--- src/rtl/mips_mem_arbiter.sv ---
// mips_mem_arbiter: shares one fixed-latency memory between the IF and MEM-stage ports
module mips_mem_arbiter #(
  parameter int MEM_LAT    = 1,
  parameter int STARVE_LIM = 2
) (
  input  logic        clk,
  input  logic        rst_n,
  input  logic        if_req,
  input  logic [31:0] if_addr,
  output logic        if_ready,
  output logic        if_rvalid,
  output logic [31:0] if_rdata,
  input  logic        dm_req,
  input  logic        dm_we,
  input  logic [3:0]  dm_wstrb,
  input  logic [31:0] dm_addr,
  input  logic [31:0] dm_wdata,
  output logic        dm_ready,
  output logic        dm_rvalid,
  output logic [31:0] dm_rdata,
  output logic        mem_en,
  output logic [3:0]  mem_we,
  output logic [31:0] mem_addr,
  output logic [31:0] mem_wdata,
  input  logic [31:0] mem_rdata,
  output logic        busy
);
  typedef enum logic {IDLE, WAIT} state_t;
  state_t      state_q, state_d;
  logic [2:0]  cnt_q, cnt_d, starve_q, starve_d;
  logic        own_dm_q, own_dm_d, wr_q, wr_d;
  logic        if_rvalid_q, if_rvalid_d, dm_rvalid_q, dm_rvalid_d;
  logic [31:0] if_rdata_q, if_rdata_d, dm_rdata_q, dm_rdata_d;
  logic        idle, starved, grant_if, grant_dm;
  assign if_rvalid = if_rvalid_q;
  assign if_rdata  = if_rdata_q;
  assign dm_rvalid = dm_rvalid_q;
  assign dm_rdata  = dm_rdata_q;
  assign busy      = state_q == WAIT;
  // Arbitration, memory strobes, wait countdown and response capture
  always_comb begin
    state_d     = state_q;
    cnt_d       = cnt_q;
    starve_d    = starve_q;
    own_dm_d    = own_dm_q;
    wr_d        = wr_q;
    if_rvalid_d = 1'b0;
    dm_rvalid_d = 1'b0;
    if_rdata_d  = if_rdata_q;
    dm_rdata_d  = dm_rdata_q;
    starved     = starve_q >= 3'(STARVE_LIM);
    idle        = rst_n && state_q == IDLE;
    grant_if    = idle && if_req && (!dm_req || starved);
    grant_dm    = idle && dm_req && !grant_if;
    if_ready    = grant_if;
    dm_ready    = grant_dm;
    mem_en      = grant_if || grant_dm;
    mem_we      = (grant_dm && dm_we) ? dm_wstrb : 4'b0;
    mem_addr    = grant_dm ? dm_addr : grant_if ? if_addr : 32'b0;
    mem_wdata   = grant_dm ? dm_wdata : 32'b0;
    if (mem_en) begin
      state_d  = WAIT;
      cnt_d    = 3'(MEM_LAT);
      own_dm_d = grant_dm;
      wr_d     = grant_dm && dm_we;
      starve_d = grant_if ? 3'd0 : (if_req && !starved) ? starve_q + 3'd1 : starve_q;
    end else if (state_q == WAIT) begin
      cnt_d = cnt_q - 3'd1;
      if (cnt_q == 3'd1) begin
        state_d = IDLE;
        if (own_dm_q) begin
          dm_rvalid_d = 1'b1;
          dm_rdata_d  = wr_q ? 32'b0 : mem_rdata;
        end else begin
          if_rvalid_d = 1'b1;
          if_rdata_d  = mem_rdata;
        end
      end
    end
  end
  // State and response registers; reset drops any outstanding transaction
  always_ff @(posedge clk or negedge rst_n) begin
    if (!rst_n) begin
      state_q     <= IDLE;
      cnt_q       <= 3'd0;
      starve_q    <= 3'd0;
      own_dm_q    <= 1'b0;
      wr_q        <= 1'b0;
      if_rvalid_q <= 1'b0;
      dm_rvalid_q <= 1'b0;
      if_rdata_q  <= 32'b0;
      dm_rdata_q  <= 32'b0;
    end else begin
      state_q     <= state_d;
      cnt_q       <= cnt_d;
      starve_q    <= starve_d;
      own_dm_q    <= own_dm_d;
      wr_q        <= wr_d;
      if_rvalid_q <= if_rvalid_d;
      dm_rvalid_q <= dm_rvalid_d;
      if_rdata_q  <= if_rdata_d;
      dm_rdata_q  <= dm_rdata_d;
    end
  end
endmodule

--- config.mk ---
export PLATFORM = sky130hd
export DESIGN_NAME = mips_mem_arbiter
export DESIGN_NICKNAME = d
export VERILOG_FILES = /design/src/rtl/mips_mem_arbiter.sv
export SDC_FILE = /design/constraint.sdc
export NUM_CORES = 1
export LEC_CHECK = 0
export CAP_MARGIN = 20
export CORE_AREA = 2 2 105 107
export DETAILED_ROUTE_END_ITERATION = 8
export DIE_AREA = 0 0 107 109
export PLACE_DENSITY = 0.82
export REMOVE_ABC_BUFFERS = 1
export SLEW_MARGIN = 30
export SYNTH_ARGS = -nofsm -noshare
export SYNTH_HDL_FRONTEND = slang
export SYNTH_SLANG_ARGS = --single-unit
--- constraint.sdc ---
create_clock -name clk -period 2.55 [get_ports clk]
set_input_delay 0.3825 -clock clk [delete_from_list [all_inputs] [get_ports clk]]
set_output_delay 0.3825 -clock clk [all_outputs]
set_load 0.1 [all_outputs]
### Yosys cells after proc, flatten, opt, wreduce, memory -nomap -nowiden

Index checks and enable logic that the tools add are counted.

| storage, ports and cells | value |
|---|---|
| bits in registers | 75 |

| operators by class | value |
|---|---|
| $add $sub $neg | 2 |
| order comparisons | 1 |
| equality and inequality tests | 1 |
| multiplexer cells | 20 |
| bitwise logic cells | 3 |
| reduce and logical (&&, ||, !) cells | 17 |

Operator list:

| kind | count |
|---|---|
| 32-bit 2-to-1 mux | 4 |
| 3-bit 2-to-1 mux | 4 |
| 1-bit 2-to-1 mux | 11 |
| 4-bit AND reduction | 2 |
| 1-bit logical AND | 7 |
| 4-bit 2-to-1 mux | 1 |
| 2-bit nonzero test | 2 |
| 3-bit by 1-bit adder with 3-bit output (second input constant) | 1 |
| 3-bit by 1-bit == test with 1-bit output (second input constant) | 1 |
| 3-bit by 2-bit >= comparator with 1-bit output (second input constant) | 1 |
| 1-bit logical NOT | 3 |
| 1-bit inverter | 3 |
| 3-bit by 1-bit subtractor with 3-bit output (second input constant) | 1 |
| 1-bit logical OR | 2 |
| 2-bit AND reduction | 1 |

### Longest topological paths before layout

| logic depth | value |
|---|---|
| depth after elaboration | 9 |
| depth in mapped cells | 7 |

### Worst setup path after synthesis

No wires, ideal clock.

| path | value |
|---|---|
| path kind | register -> output |
| start point | register state_q, in the netlist busy |
| end point | output mem_wdata[23] |
| arrival | 2.773 ns |
| setup slack | -0.606 ns |
| cell stages (with the launch flop) | 7 |
| path buffers | 3 |
| path through | dfrtp_1 -> buf_4 -> nor2b_2 -> and3_1 -> buf_4 -> buf_2 -> and2_1 |

| between the ends | value |
|---|---|
| cells in the longest elaborated chain, start to end | 7 |

RTL lines:

| element | line | RTL |
|---|---|---|
| from (decl) | 29 | `state_t state_q, state_d;` |
| from (signal assigned) | 94 | `state_q <= state_d;` |
| 1-bit inverter (*) | 52 | `idle = rst_n && state_q == IDLE;` |
| 1-bit logical AND (*) | 52 |  |
| 1-bit logical AND (2 in series) | 53 | `grant_if = idle && if_req && (!dm_req \|\| starved);` |
| 1-bit logical NOT | 54 | `grant_dm = idle && dm_req && !grant_if;` |
| 1-bit logical AND (*) | 54 |  |
| via dm_ready | 18 | `output logic dm_ready,` |
| 32-bit 2-to-1 mux (*) | 60 | `mem_wdata = grant_dm ? dm_wdata : 32'b0;` |
| to (decl) | 24 | `output logic [31:0] mem_wdata,` |

The timed path passes the listed nets; every way through them passes the cells marked *.

### Worst setup path after layout

| path | value |
|---|---|
| start point | input dm_req |
| end point | output mem_addr[30] |

| between the ends | value |
|---|---|
| cells in the longest elaborated chain, start to end | 6 |

RTL lines:

| element | line | RTL |
|---|---|---|
| from (decl) | 13 | `input logic dm_req,` |
| 1-bit logical NOT | 53 |  |
| 1-bit logical OR | 53 |  |
| 1-bit logical AND | 53 |  |
| 1-bit logical NOT | 54 |  |
| 1-bit logical AND | 54 |  |
| 32-bit 2-to-1 mux (*) | 59 | `mem_addr = grant_dm ? dm_addr : grant_if ? if_addr : 32'b0;` |
| to (decl) | 23 | `output logic [31:0] mem_addr,` |

Every way passes the cells marked *; elsewhere a longest branch is shown, timed or not.

==> reports/qor.yml <==
antenna_found_initial: 1
place_area_mm2: 0.00702
grt_use_met3_pct: 9.50
cts_sinks: 75
max_freq_mhz: 421
ys_async_sr_fraction_pct: 100
yosysTopAreaCellShare_pct: 52.0
yosysMostFrequentCell: "dfrtp_1"
via_per_inst: 4.78
die_width_um: 107
synth_area_mm2: 0.00361
grt_max_degree: 73
ioPinCount: 275
met1_usage_pct: 23.6
path_clk_slew_ns: 0.07
nNetsFinal: 744
cpMaxStageDelayCell: "clkdlybuf4s50_1"
synthCells: 332
cts_setup_buffers: 0
fin_worst_skew_ns: 0.00739
drc: 0
yosys-top-cells-count: "dfrtp_1 (75), nand2_1 (37), o21ai_0 (37), a22o_1 (33), nand2b_1 (33)"
first_pass_iters: 4
cts_buffers: 9
port_buffers: 274
path_cells: "clkdlybuf4s50_1, nor3b_1, nor2_2, buf_4, a22o_1, buf_12"
multi_input_area_mm2: 0.00156
yosys.area.top_type: "dfrtp_1"
relSlewSlack_pct: 39.8
worstSkewPairLatency_ns: 0.34
std_cell_rows: 38
ff2ff_setup_slack_ns: 0.76
avgSynthCellArea_um2: 10.9
design_area_mm2: 0.00721
routabilityCongestion: 0.841
grt_usage_pct: 23.4
drtIter0Drc: 201
synthMuxAreaShare_pct: 9.99
path_class: "in2out"
grt_use_met2_pct: 42.9
max_stage_delay_ns: 0.49
die_h_um: 109
cp.required_ns: 2.17
grt_busiest_layer: "met2"
min_path_type: "in2async"
cts_tree: "done"
synthXorXnorAreaFrac_pct: 0.485
regArea_mm2: 0.00188
synth_top_family_by_area: "simple AND/OR/NAND/NOR gates"
drive_gt1_share_pct: 32.8
area_growth_pct: 99.8
cts_root_buf: "clkbuf_8"
detailed_place_hpwl_um: 11200
yosysUniqueCellTypes: 28
worstRegToRegCells: 6
cts_buffer_depth: 2
wirelength_um: 13700
ys_ff_latch: 75
max-cap-violations: 0
initial_core_util_pct: 34.0
status: "finished, final reports clean"
vias: 3579
nFillCells: 779
ys_warn_count: 0
start_kind: "input pin"
synth_edf_count: 0
setup_violations: 0
yosys-top-cells-area: "dfrtp_1 (52%), mux2_2 (9.7%), a22o_1 (8.0%)"
end_kind: "output port"
grt_pass1_vias: 3770
cp_num_buf_inv: 3
r2r-start: "cnt_q[1]"
path_delay_family: "buffers and inverters"
cts_max_level: 3
crit_arrival_ns: 1.99
crit_fanout: 23
grt-ovfl-total: 0
diodes: 0
yosys_most_used_dff: "dfrtp_1"
fin_crit_sh_pct: 93.1
grt_pass1_wl_um: 20400
design.die.area_mm2: 0.0117
wire_per_inst_um: 18.2
tightestPinTransition_ns: 0.903
rsz0062_at_grt: "false"
hold_viol: 0
synth-compound-area-share_pct: 13.7
drv_slew: 0
synthSimpleGateAreaFrac_pct: 18.1
rr_endpoint: "if_rdata[31]"
synth_seq_area_share_pct: 52.0
coreArea_mm2: 0.0106
synth_adder_area_share_pct: 1.04
ant_nets: 0
period_needed_ns: 2.37
[timing repair]
item / 4_1_cts / 5_1_grt
hold buffers: 1 / 0
gates resized for setup: 0 / 0
endpoints found under the hold margin: 3 / 0
[worst max path at each step]
stage / start / end / cells past startpoint
2_1_floorplan: busy / mem_we[0] / 3
3_3_place_gp: dm_req / mem_addr[15] / 6
3_5_place_dp: dm_req / mem_addr[30] / 6
4_1_cts: if_req / mem_addr[30] / 6
5_1_grt: dm_req / mem_addr[9] / 6
6_report: dm_req / mem_addr[30] / 6
[cell families (layout without fill, tap and decap cells)]
logic type                 after synthesis  after routing
and+or+nand+nor                        116            116
adders and majority gates                3              3
DFF                                     75             75
AOI/OAI and AO/OA                       73             73
xor gates and xnor gates                 2              2
buffers and inverters                   31            308
muxes                                   32             32
[flip-flops by register name, indices dropped and copies added, names as in the netlist]
signal	flops
busy	1
cnt_q	3
dm_rdata	32
dm_rvalid	1
if_rdata	32
if_rvalid	1
own_dm_q	1
starve_q	3
wr_q	1
[stage by stage]
| stage | utilization, % | setup TNS (ns) | hold slack [ns] | instances | setup slack, ns |
|---|---|---|---|---|---|
| 6_report | 68.0 | 0 | 0.181 | 749 | 0.176 |
| 5_1_grt | 68.0 | 0 | 0.214 | 749 | 0.0549 |
| 4_1_cts | 68.0 | 0 | 0.307 | 749 | 0.182 |
| 3_5_place_dp | 66.2 | 0 | 0.188 | 732 | 0.184 |
| 3_3_place_gp | 66.2 | 0 | 0.187 | 732 | 0.260 |
| 2_1_floorplan | - | -137.33 | 0.0869 | 307 | -1.66 |
[area by class of cell]
class | count | area share, %
Clock buffer | 12 | 2.15
Clock inverter | 4 | 0.347
Inverter | 6 | 0.312
Multi-Input combinational cell | 226 | 21.7
Sequential cell | 75 | 26.0
Tap cell | 140 | 2.43
Timing Repair Buffer | 286 | 47.0
[metal layers]
metal | vias to the layer above | routed length [um]
li1 | 1683 | -
met3 | 30 | 1310
met5 | - | 12
met2 | 176 | 7290
met4 | 2 | 461
met1 | 1688 | 4570
[layout by cell type, fill, tap and decap left out, types with 31 or more instances in the layout]
cell type,netlist,layout
dfrtp_1,75,75
nand2_1,37,37
and2_1,32,32
nand2b_1,33,33
buf_4,5,77
mux2_2,31,31
buf_12,0,72
clkdlybuf4s50_1,0,135
a22o_1,33,33
o21ai_0,37,37
Power is left out: the tool's default activity adds up to more than one toggle a clock period on the data nets, which glitch-free logic cannot reach.
